`config.mk`:
```
export PLATFORM = sky130hd
export DESIGN_NAME = uart_pin_master
export DESIGN_NICKNAME = d
export VERILOG_FILES = /design/src/rtl/uart_pin_master.sv
export SDC_FILE = /design/constraint.sdc
export NUM_CORES = 1
export LEC_CHECK = 0
export BUFFER_PORTS_ARGS = -buffer_cell sky130_fd_sc_hd__buf_2
export CAP_MARGIN = 20
export CORE_MARGIN = 5
export CORE_UTILIZATION = 30
export DETAILED_ROUTE_END_ITERATION = 6
export PLACE_DENSITY = 0.45
export RECOVER_POWER = 100
export SLEW_MARGIN = 20
export SYNTH_ARGS = -nofsm -noshare
export SYNTH_HDL_FRONTEND = slang
export SYNTH_SLANG_ARGS = --single-unit
```
`constraint.sdc`:
```
create_clock -name sys_clk -period 6.9 [get_ports sys_clk]
set_input_delay 1.38 -clock sys_clk [delete_from_list [all_inputs] [get_ports sys_clk]]
set_output_delay 1.38 -clock sys_clk [all_outputs]
set_load 0.02 [all_outputs]
```
`src/rtl/uart_pin_master.sv`:
```
// Serial command initiator for the uart_mcu pin-register protocol: sends 8N1
// command frames on uart_txd and collects the single read-response byte.
module uart_pin_master #(
  parameter int CLK_HZ      = 50_000_000,
  parameter int BAUD        = 115200,
  parameter int TIMEOUT_CYC = 100_000
) (
  input  logic       sys_clk,
  input  logic       sys_rst,
  input  logic       req_valid,
  output logic       req_ready,
  input  logic       req_wr,
  input  logic [2:0] req_idx,
  input  logic [7:0] req_data,
  output logic       rsp_valid,
  output logic [7:0] rsp_data,
  output logic       rsp_err,
  output logic       busy,
  output logic       uart_txd,
  input  logic       uart_rxd
);

  localparam int BAUD_DIV = CLK_HZ / BAUD;
  localparam int HALF_DIV = BAUD_DIV / 2;
  localparam int BW       = $clog2(BAUD_DIV + 1);
  localparam int TW       = $clog2(TIMEOUT_CYC + 1);

  localparam logic [BW-1:0] BAUD_LAST = BW'(BAUD_DIV - 1);
  localparam logic [BW-1:0] HALF_LAST = BW'(HALF_DIV - 1);
  localparam logic [TW-1:0] TO_LAST   = TW'(TIMEOUT_CYC - 1);

  if (BAUD_DIV < 4) begin : g_bad_baud
    $error("uart_pin_master: CLK_HZ/BAUD must be at least 4");
  end

  typedef enum logic [2:0] {
    S_IDLE,
    S_TX_CMD,
    S_TX_DATA,
    S_RX_HUNT,
    S_RX_START,
    S_RX_DATA,
    S_DONE
  } state_t;

  state_t        state_q;
  logic          req_ready_q;
  logic          rsp_valid_q;
  logic [7:0]    rsp_data_q;
  logic          rsp_err_q;
  logic          txd_q;
  logic          wr_q;
  logic [7:0]    data_q;
  logic [9:0]    tx_shift_q;
  logic [3:0]    bit_cnt_q;
  logic [BW-1:0] baud_cnt_q;
  logic [TW-1:0] to_cnt_q;
  logic [7:0]    rx_shift_q;
  logic          rxd_meta_q;
  logic          rxd_sync_q;

  assign req_ready = req_ready_q;
  assign busy      = ~req_ready_q;
  assign rsp_valid = rsp_valid_q;
  assign rsp_data  = rsp_data_q;
  assign rsp_err   = rsp_err_q;
  assign uart_txd  = txd_q;

  always_ff @(posedge sys_clk or posedge sys_rst) begin
    if (sys_rst) begin
      rxd_meta_q <= 1'b1;
      rxd_sync_q <= 1'b1;
    end else begin
      rxd_meta_q <= uart_rxd;
      rxd_sync_q <= rxd_meta_q;
    end
  end

  always_ff @(posedge sys_clk or posedge sys_rst) begin
    if (sys_rst) begin
      state_q     <= S_IDLE;
      req_ready_q <= 1'b1;
      rsp_valid_q <= 1'b0;
      rsp_data_q  <= '0;
      rsp_err_q   <= 1'b0;
      txd_q       <= 1'b1;
      wr_q        <= 1'b0;
      data_q      <= '0;
      tx_shift_q  <= '0;
      bit_cnt_q   <= '0;
      baud_cnt_q  <= '0;
      to_cnt_q    <= '0;
      rx_shift_q  <= '0;
    end else begin
      rsp_valid_q <= 1'b0;
      case (state_q)
        // A request held valid through the completion cycle is taken on the
        // DONE exit edge, so back-to-back requests lose only one cycle.
        S_IDLE, S_DONE: begin
          if (req_valid) begin
            wr_q        <= req_wr;
            data_q      <= req_data;
            tx_shift_q  <= {1'b1, req_wr, 4'b0000, req_idx, 1'b0};
            bit_cnt_q   <= '0;
            baud_cnt_q  <= BAUD_LAST;
            req_ready_q <= 1'b0;
            state_q     <= S_TX_CMD;
          end else if (state_q == S_DONE) begin
            req_ready_q <= 1'b1;
            state_q     <= S_IDLE;
          end
        end

        S_TX_CMD, S_TX_DATA: begin
          if (baud_cnt_q != BAUD_LAST) begin
            baud_cnt_q <= baud_cnt_q + BW'(1);
          end else begin
            baud_cnt_q <= '0;
            if (bit_cnt_q != 4'd10) begin
              txd_q      <= tx_shift_q[0];
              tx_shift_q <= {1'b0, tx_shift_q[9:1]};
              bit_cnt_q  <= bit_cnt_q + 4'd1;
            end else if (state_q == S_TX_CMD && wr_q) begin
              // Payload start bit goes out on the same tick the command stop bit ends.
              txd_q      <= 1'b0;
              tx_shift_q <= {1'b0, 1'b1, data_q};
              bit_cnt_q  <= 4'd1;
              state_q    <= S_TX_DATA;
            end else if (state_q == S_TX_CMD) begin
              to_cnt_q <= '0;
              state_q  <= S_RX_HUNT;
            end else begin
              rsp_valid_q <= 1'b1;
              rsp_data_q  <= '0;
              rsp_err_q   <= 1'b0;
              state_q     <= S_DONE;
            end
          end
        end

        S_RX_HUNT: begin
          to_cnt_q <= to_cnt_q + TW'(1);
          if (to_cnt_q == TO_LAST) begin
            // Timeout takes priority over a start bit seen on the same edge.
            rsp_valid_q <= 1'b1;
            rsp_data_q  <= '0;
            rsp_err_q   <= 1'b1;
            state_q     <= S_DONE;
          end else if (!rxd_sync_q) begin
            baud_cnt_q <= '0;
            state_q    <= S_RX_START;
          end
        end

        S_RX_START: begin
          if (baud_cnt_q != HALF_LAST) begin
            baud_cnt_q <= baud_cnt_q + BW'(1);
          end else begin
            baud_cnt_q <= '0;
            if (rxd_sync_q) begin
              state_q <= S_RX_HUNT;
            end else begin
              bit_cnt_q <= '0;
              state_q   <= S_RX_DATA;
            end
          end
        end

        S_RX_DATA: begin
          if (baud_cnt_q != BAUD_LAST) begin
            baud_cnt_q <= baud_cnt_q + BW'(1);
          end else begin
            baud_cnt_q <= '0;
            if (bit_cnt_q != 4'd8) begin
              rx_shift_q <= {rxd_sync_q, rx_shift_q[7:1]};
              bit_cnt_q  <= bit_cnt_q + 4'd1;
            end else begin
              rsp_valid_q <= 1'b1;
              rsp_data_q  <= rx_shift_q;
              rsp_err_q   <= ~rxd_sync_q;
              state_q     <= S_DONE;
            end
          end
        end

        default: begin
          req_ready_q <= 1'b1;
          txd_q       <= 1'b1;
          state_q     <= S_IDLE;
        end
      endcase
    end
  end

endmodule

```
== After elaboration in Yosys (flattened, before gate mapping) ==
Cells that the tools add are included.
Storage, ports and cells
  register bits: 74
  input bits: 16
Cells by class
  reduce and logical (&&, ||, !) cells: 22
  add/sub/neg operators: 3
  bitwise operators: 5
  equal/unequal tests: 28
  muxes and demuxes: 69
Operators with widths (count)
  17-bit two-way mux: 4
  8-bit two-way mux: 7
  9-bit two-way mux: 5
  10-bit two-way mux: 4
  3-bit two-way mux: 12
  9-bit one-hot mux with 4 select lines: 1
  17-bit one-hot mux with 2 select lines: 1
  4-bit two-way mux: 8
  2-bit inequality test, second input constant: 14
  8-bit one-hot mux with 3 select lines: 1
  10-bit one-hot mux with 2 select lines: 1
  1-bit two-way mux: 19
  17-bit by 1-bit adder with 17-bit output, second input constant: 1
  17-bit == test, second input constant: 1
  4-bit one-hot mux with 4 select lines: 1
  8-bit AND reduction: 2
  3-bit one-hot mux with 5 select lines: 1
  5-bit OR reduction: 2
  9-bit by 1-bit adder with 9-bit output, second input constant: 1
  3-bit == test, second input constant: 3
  3-bit inequality test, second input constant: 3
  9-bit by 8-bit inequality test with 1-bit output, second input constant: 1
  9-bit inequality test, second input constant: 1
  4-bit inequality test, second input constant: 2
  other kinds (18): 31

== Logic depth before layout (Yosys ltp) ==
Gate-level depths: netlist (run 1).
  depth in word-level cells: 6
  depth in mapped cells: 8
  mapped depth without buffers: 7

== Worst setup path before layout (run 1) ==
OpenSTA, ideal clock, no wires.
  path kind: input to register
  start: input port req_valid
  end: register data_q[0]
  cell stages on the path: 4
  arrival time: 2.328 ns
  buffers on the path: 1
  data required time: 6.775 ns
  setup slack: 4.447 ns
  cells stage by stage: nand2b_1 a21oi_1 buf_2 mux2_2
Between the ends
  longest elaborated chain between the ends: 1
Ends and longest elaborated chain
  from (decl): RTL line 10  | input logic req_valid,
  2-bit AND reduction (no source line)
  to (signal assigned): RTL line 102  | data_q <= req_data;
  to (decl): RTL line 53  | logic [7:0] data_q;
Every way passes these cells.
A chain may end at the register's enable or synchronous reset.

== Final worst setup path (run 1) ==
  start: input port req_valid
  end: register tx_shift_q[2]
Between the ends
  longest elaborated chain between the ends: 2
Ends and longest elaborated chain
  2-bit inequality test (no source line)
  4-bit AND reduction (no source line)
  to (signal assigned): RTL line 103  | tx_shift_q <= {1'b1, req_wr, 4'b0000, req_idx, 1'b0};
  to (signal assigned): RTL line 121  | tx_shift_q <= {1'b0, tx_shift_q[9:1]};
  to (signal assigned): RTL line 126  | tx_shift_q <= {1'b0, 1'b1, data_q};
  to (decl): RTL line 54  | logic [9:0] tx_shift_q;
Every way passes these cells.

==> results.ini, run 1 <==
[layout]
layout-drive-gt1-share_pct = 15.6
design_area_mm2 = 0.00447
nets = 435
final_util_pct = 34.1
area_growth_pct = 12.4
fillers = 1401
final_cell_mix = dfrtp_1, nand2_1, o21ai_0, inv_1
final_common_cell = dfrtp_1
n_antenna_cell = 0

[synthesis]
ys_seq_area_share_pct = 46.7
synth.net_count = 412
synth_edf_count = 0
yosys_warnings = 0
synth_cell_types = 69
syn-cell-area_mm2 = 0.00398
synth_top_flop_cell = dfrtp_1
ys_async_sr_fraction_pct = 100
yosys.area.top_type = dfrtp_1
synth_top_cell_area_share_pct = 44.0
synth_cells = 389
ys_ff_latch = 74
avgSynthCellArea_um2 = 10.2
synthTopCellsByArea = dfrtp_1, mux2_2, mux2i_1

[setup_path]
ff2ff_path_depth = 5
slowest_delay_ns = 1.48
startpoint = req_valid
crit_buf_inv = 2
crit_path_end = tx_shift_q[2]
crit_path_top_delay_cell = o21ai_0
end_kind = flip-flop
reg2reg_to = tx_shift_q[2]
critPathKind = input pin to flip-flop
path_cells = clkbuf_1 > nand2b_1 > a21oi_1 > clkbuf_1 > o21ai_0 > o21ai_0
regToRegSetupSlack_ns = 3.57
required_ns = 7.04
cp_top_family = compound AO/OA/AOI/OAI gates
cp_data_arrival_time_ns = 3.78
r2r-start = state_q[2]
path_max_fanout = 18
start_kind = input pin
path_depth = 6

[min_path]
min_from = rxd_meta_q
min_path_type = flip-flop to flip-flop

[clocking]
clkLatencyLatePin_ns = 0.34
postCtsSetupBuffers = 0
cts_root_buffer = clkbuf_16
cts_tree = yes
cts_sinks = 74
clockBufferDepth = 2
cts-resized-gates = 0
h-tree-depth = 3
cts_hold_repair.buffers = 0
cts_made_buffers = 9
clk_pin_slew_worst_paths_ns = 0.06

[timing]
drv_slew = 19
finalSetupViolCount = 0
period_needed_ns = 3.63
slew_headroom_pct = -21.4
fin_tns_setup_ns = 0
finalCritPeriodShare_pct = 52.7
tightest_slew_ns = 1.80
finalClockSkew_ns = 0.00510
report.final.hold_viol_count = 0
max_freq_mhz = 275
fin_hold_ws_ns = 0.359
rsz0062_at_grt = no

[status]
violations = max-capacitance violations, max-slew violations
status = finished with violations

[place]
placed_cell_area_mm2 = 0.00427
hpwl_mm = 6.17
place_congestion = 0.734
port_buffers = 28

[floorplanning]
row_count = 42
start_util_pct = 30.3
die-area_mm2 = 0.0157
die_y_um = 125
pin_count = 29
die_w_um = 125
core_area_mm2 = 0.0131

[detailed_routing]
wl_mm = 9.03
wl_per_cell_um = 15.2
vias_per_cell = 4.99
ant_nets = 0
first_pass_iters = 5
drt-initial-drc-count = 171
post-route-drc-count = 0
num_vias = 2961

[power_and_ir_drop]
p_leak_nw = 1.90
power_density_mw_per_mm2 = 202
peakVddDrop_mv = 0.109
finalPower_uw = 903

[global_routing]
antenna_found_initial = 0
grt_max_degree = 75
gr-usage-all-layers_pct = 11.8
grt_pass1_wl_mm = 15.1
grt_overflow = 0
grt_pass1_vias = 2904

[run]
cap_violations = 1

==> Yosys cell counts (5+ instances only) <==
library cell  instances
dfrtp_1              70
o211ai_1              7
nand4_1               5
or3_1                 5
ha_1                  7
xor2_1               10
nor3_1                5
mux2_2               18
o21ai_0              19
buf_2                12
nor2_1               21
o31ai_1               8
a21oi_1              21
inv_1                22
mux2i_1              17
nand2_1              41
nand3_1              10
==> flip-flops by register name (all words and copies together), names as in the netlist, 3 cells and up <==
register / flops
baud_cnt_q: 9
bit_cnt_q: 4
data_q: 8
rsp_data: 8
rx_shift_q: 8
state_q: 3
to_cnt_q: 17
tx_shift_q: 10
==> worst reg2reg max path, delay by kind of cell (launching register included) <==
kind	cells	cell delay, ns
AOI/OAI and AO/OA	3	1.79
buffers and inverters	1	0.33
DFF	1	0.79
and+or+nand+nor	1	0.24
==> per-layer routing <==
layer	wire, um	part of all wire [%]	track usage [%]
met5	0	0	0
met4	101	1.1	4.02
met3	339	3.8	3.33
met2	3940	44	16.8
met1	4650	51	17.2
==> worst min path at each step <==
stage | to | cells past startpoint | slack, ns
after detailed placement | rxd_sync_q | 0 | 0.35
after global placement | rxd_sync_q | 0 | 0.35
after global routing | rxd_sync_q | 0 | 0.36
after CTS | rxd_sync_q | 0 | 0.36
final | rxd_sync_q | 0 | 0.36
after floorplan | rxd_sync_q | 0 | 0.35
==> logic make-up after synthesis <==
kind of cell	after synthesis	synth area share, %
AND/OR/NAND/NOR	124	17.5
AO/OA/AOI/OAI	96	17.2
flip-flops	74	46.7
buffers and inverters	42	4.62
multiplexers	36	9.65
XOR/XNOR	10	2.20
adder cells (fa/ha/maj)	7	2.20
==> area by class of cell <==
type                       count  area (um2)  area share [%]
timing repair buffer          31         141            3.16
clock inverter                 7        46.3            1.03
sequential                    74        1860            41.5
tap                          176         220            4.92
clock buffer                   9         225            5.03
multi-input combinational    273        1900            42.4
inverter                      23        86.3            1.93
==> metrics by stage <==
step	std cells	setup WS (ns)
after floorplan	389	3.65
after detailed placement	577	3.94
after global placement	577	4.01
final	593	3.27
after global routing	593	2.77
after CTS	593	3.94
==> where the power goes <==
group | switching [mW] | total [mW] | internal (mW)
Sequential | 0.00303 | 0.442 | 0.439
Combinational | 0.0203 | 0.0318 | 0.0115
Clock | 0.187 | 0.429 | 0.242
(Power assumes the default switching activity.)
==> inputs of run 2 (changes only) <==
==> constraint.sdc (replaced) <==
create_clock -name sys_clk -period 3.8 [get_ports sys_clk]
set_input_delay 0.76 -clock sys_clk [delete_from_list [all_inputs] [get_ports sys_clk]]
set_output_delay 0.76 -clock sys_clk [all_outputs]
set_load 0.02 [all_outputs]
==> results.ini, run 2 (synthesized netlist as in run 1, its figures left out) <==
[layout]
layout-drive-gt1-share_pct = 16.2  ; +0.64 points
fillers = 1364  ; -2.6%
fin_cells = 595  ; +0.34%
multiInputGateArea_mm2 = 0.00189  ; -0.20%
area_growth_pct = 13.3
reg_top3 = to_cnt_q (17), tx_shift_q (10), baud_cnt_q (9)
final_common_cell = dfrtp_1
n_antenna_cell = 0  ; unchanged
nets = 437  ; +0.46%
seq_area_mm2 = 0.00186  ; unchanged
final_util_pct = 34.3  ; +0.28 points
largest_reg_flops = 17  ; unchanged
final_cell_mix = dfrtp_1, nand2_1, inv_1, o21ai_0
largest_register = to_cnt_q

[clocking]
clockBufferDepth = 2  ; unchanged
h-tree-depth = 3  ; unchanged
cts_root_buffer = clkbuf_16
postCtsSetupBuffers = 0  ; unchanged
cts_hold_repair.buffers = 0  ; unchanged
clkLatencyLatePin_ns = 0.34  ; about the same
cts_made_buffers = 9  ; unchanged
cts_sinks = 74  ; unchanged
clk_pin_slew_worst_paths_ns = 0.06  ; about the same
cts-resized-gates = 0  ; unchanged
cts_tree = yes

[detailed_routing]
wl_mm = 8.90  ; -1.5%
ant_nets = 0  ; unchanged
vias_per_cell = 4.94  ; -1.0%
drt-initial-drc-count = 180  ; +5.3%
post-route-drc-count = 0  ; unchanged
first_pass_iters = 4  ; -1
wl_per_cell_um = 15.0  ; -1.8%
num_vias = 2941  ; -0.68%

[timing]
setup_slack_ns = 0.708  ; -2.56 ns
period_needed_ns = 3.09
max_freq_mhz = 323
report.final.hold_viol_count = 0  ; unchanged
rsz0062_at_grt = no
tightest_slew_ns = 1.29  ; -0.512 ns
finalSetupViolCount = 0  ; unchanged
finalCritPeriodShare_pct = 81.4
fin_tns_setup_ns = 0  ; unchanged
drv_slew = 0  ; -19
finalClockSkew_ns = 0.00476  ; -0.000337 ns
slew_headroom_pct = 13.2  ; +35 points

[setup_path]
ff2ff_path_depth = 6  ; +1
cp_data_arrival_time_ns = 3.32  ; -0.46 ns
end_kind = flip-flop
crit_path_top_delay_cell = nor4_1
regToRegSetupSlack_ns = 0.71  ; -2.86 ns
reg2reg_to = rsp_err
start_kind = flip-flop
path_max_fanout = 10  ; -8
slowest_delay_ns = 0.77  ; -0.71 ns
r2r-start = to_cnt_q[5]
path_cells = or4b_4 > nor4_1 > nand2_1 > a21oi_1 > clkbuf_1 > mux2_1
critPathKind = flip-flop to flip-flop
required_ns = 4.02  ; -3.02 ns

[place]
hpwl_mm = 6.40  ; +3.7%
dp_cells = 579  ; +0.35%
pre_cts_ws_ns = 1.28  ; -2.66 ns
place_congestion = 0.773  ; +5.3%
port_buffers = 28  ; unchanged

[global_routing]
gr-usage-all-layers_pct = 12.4  ; +0.57 points
grt_overflow = 0  ; unchanged
grt_max_degree = 44  ; -41%
grt_pass1_wl_mm = 15.7  ; +3.4%
grt_pass1_vias = 3039  ; +4.6%
antenna_found_initial = 0  ; unchanged

[run]
cap_violations = 0  ; -1

[power_and_ir_drop]
p_int_mw = 1.33  ; +92%
p_comb_share_pct = 3.3  ; -0.2 points
p_sw_share_pct = 22.8  ; -0.49 points
p_leak_nw = 1.91  ; +0.36%
power_density_mw_per_mm2 = 382  ; +89%
power_frac_seq_pct = 46.6  ; -2.4 points
switching_power_uw = 394  ; +87%
power_frac_clock_pct = 50.1  ; +2.6 points
finalPower_mw = 1.72  ; +91%
peakVddDrop_mv = 0.298  ; +170%

[floorplanning]
die-area_mm2 = 0.0157  ; unchanged
row_count = 42  ; unchanged
core_area_mm2 = 0.0131  ; unchanged
pin_count = 29  ; unchanged
die_w_um = 125  ; unchanged
start_util_pct = 30.3  ; unchanged
die_y_um = 125  ; unchanged

[min_path]
min_from = rxd_meta_q
min_path_type = flip-flop to flip-flop
min_path_cells = 0  ; unchanged
min_to = rxd_sync_q

[status]
status = finished clean

-- run 2: how the worst max path moves through the flow --
stage | from | end | cells past startpoint
5_1_grt | to_cnt_q[12] | rsp_err | 6
3_5_place_dp | state_q[2] | to_cnt_q[14] | 5
4_1_cts | state_q[2] | to_cnt_q[14] | 5
2_1_floorplan | sys_rst | baud_cnt_q[0] | 1
3_3_place_gp | baud_cnt_q[6] | to_cnt_q[15] | 5
6_report | to_cnt_q[5] | rsp_err | 6
-- run 2: power groups by stage --
stage	registers, mW	clock network, mW	logic, mW
after global placement	0.817	0	0.0620
after detailed placement	0.817	0	0.0631
after global routing	0.803	0.935	0.0664
after floorplan	0.816	0	0.0381
after CTS	0.803	0.895	0.0634
final	0.803	0.864	0.0568
-- run 2: area by class of cell --
class | count | share of cell area, %
flip-flops and latches | 74 | 41.2
inverters | 23 | 1.91
clock buffers | 9 | 4.99
repair buffers | 33 | 3.36
multi-input cells | 273 | 42.0
clock inverters | 7 | 1.69
well taps | 176 | 4.88
-- run 2: metrics by stage --
step	hold WS, ns	instance area (um2)
3_5_place_dp	0.347	4290
6_report	0.355	4510
2_1_floorplan	0.345	3980
5_1_grt	0.359	4510
3_3_place_gp	0.347	4290
4_1_cts	0.357	4590
-- run 2: critical path: cells and delay by family (launching register included) --
family          cells  cell delay (ns)
simple gates        3             1.43
mux                 1             0.38
compound gates      1             0.19
flops               1             0.42
buf+inv             1             0.55
-- run 2: per-layer routing --
layer | vias to the layer above | part of all wire [%] | GRT usage [%] | wire length (um)
met4 | 0 | 2.0 | 4.72 | 178
met3 | 15 | 3.2 | 3.41 | 281
li1 | 1459 | - | - | -
met1 | 1427 | 49 | 16.6 | 4340
met5 | - | 0 | 0 | 0
met2 | 40 | 46 | 19.1 | 4100
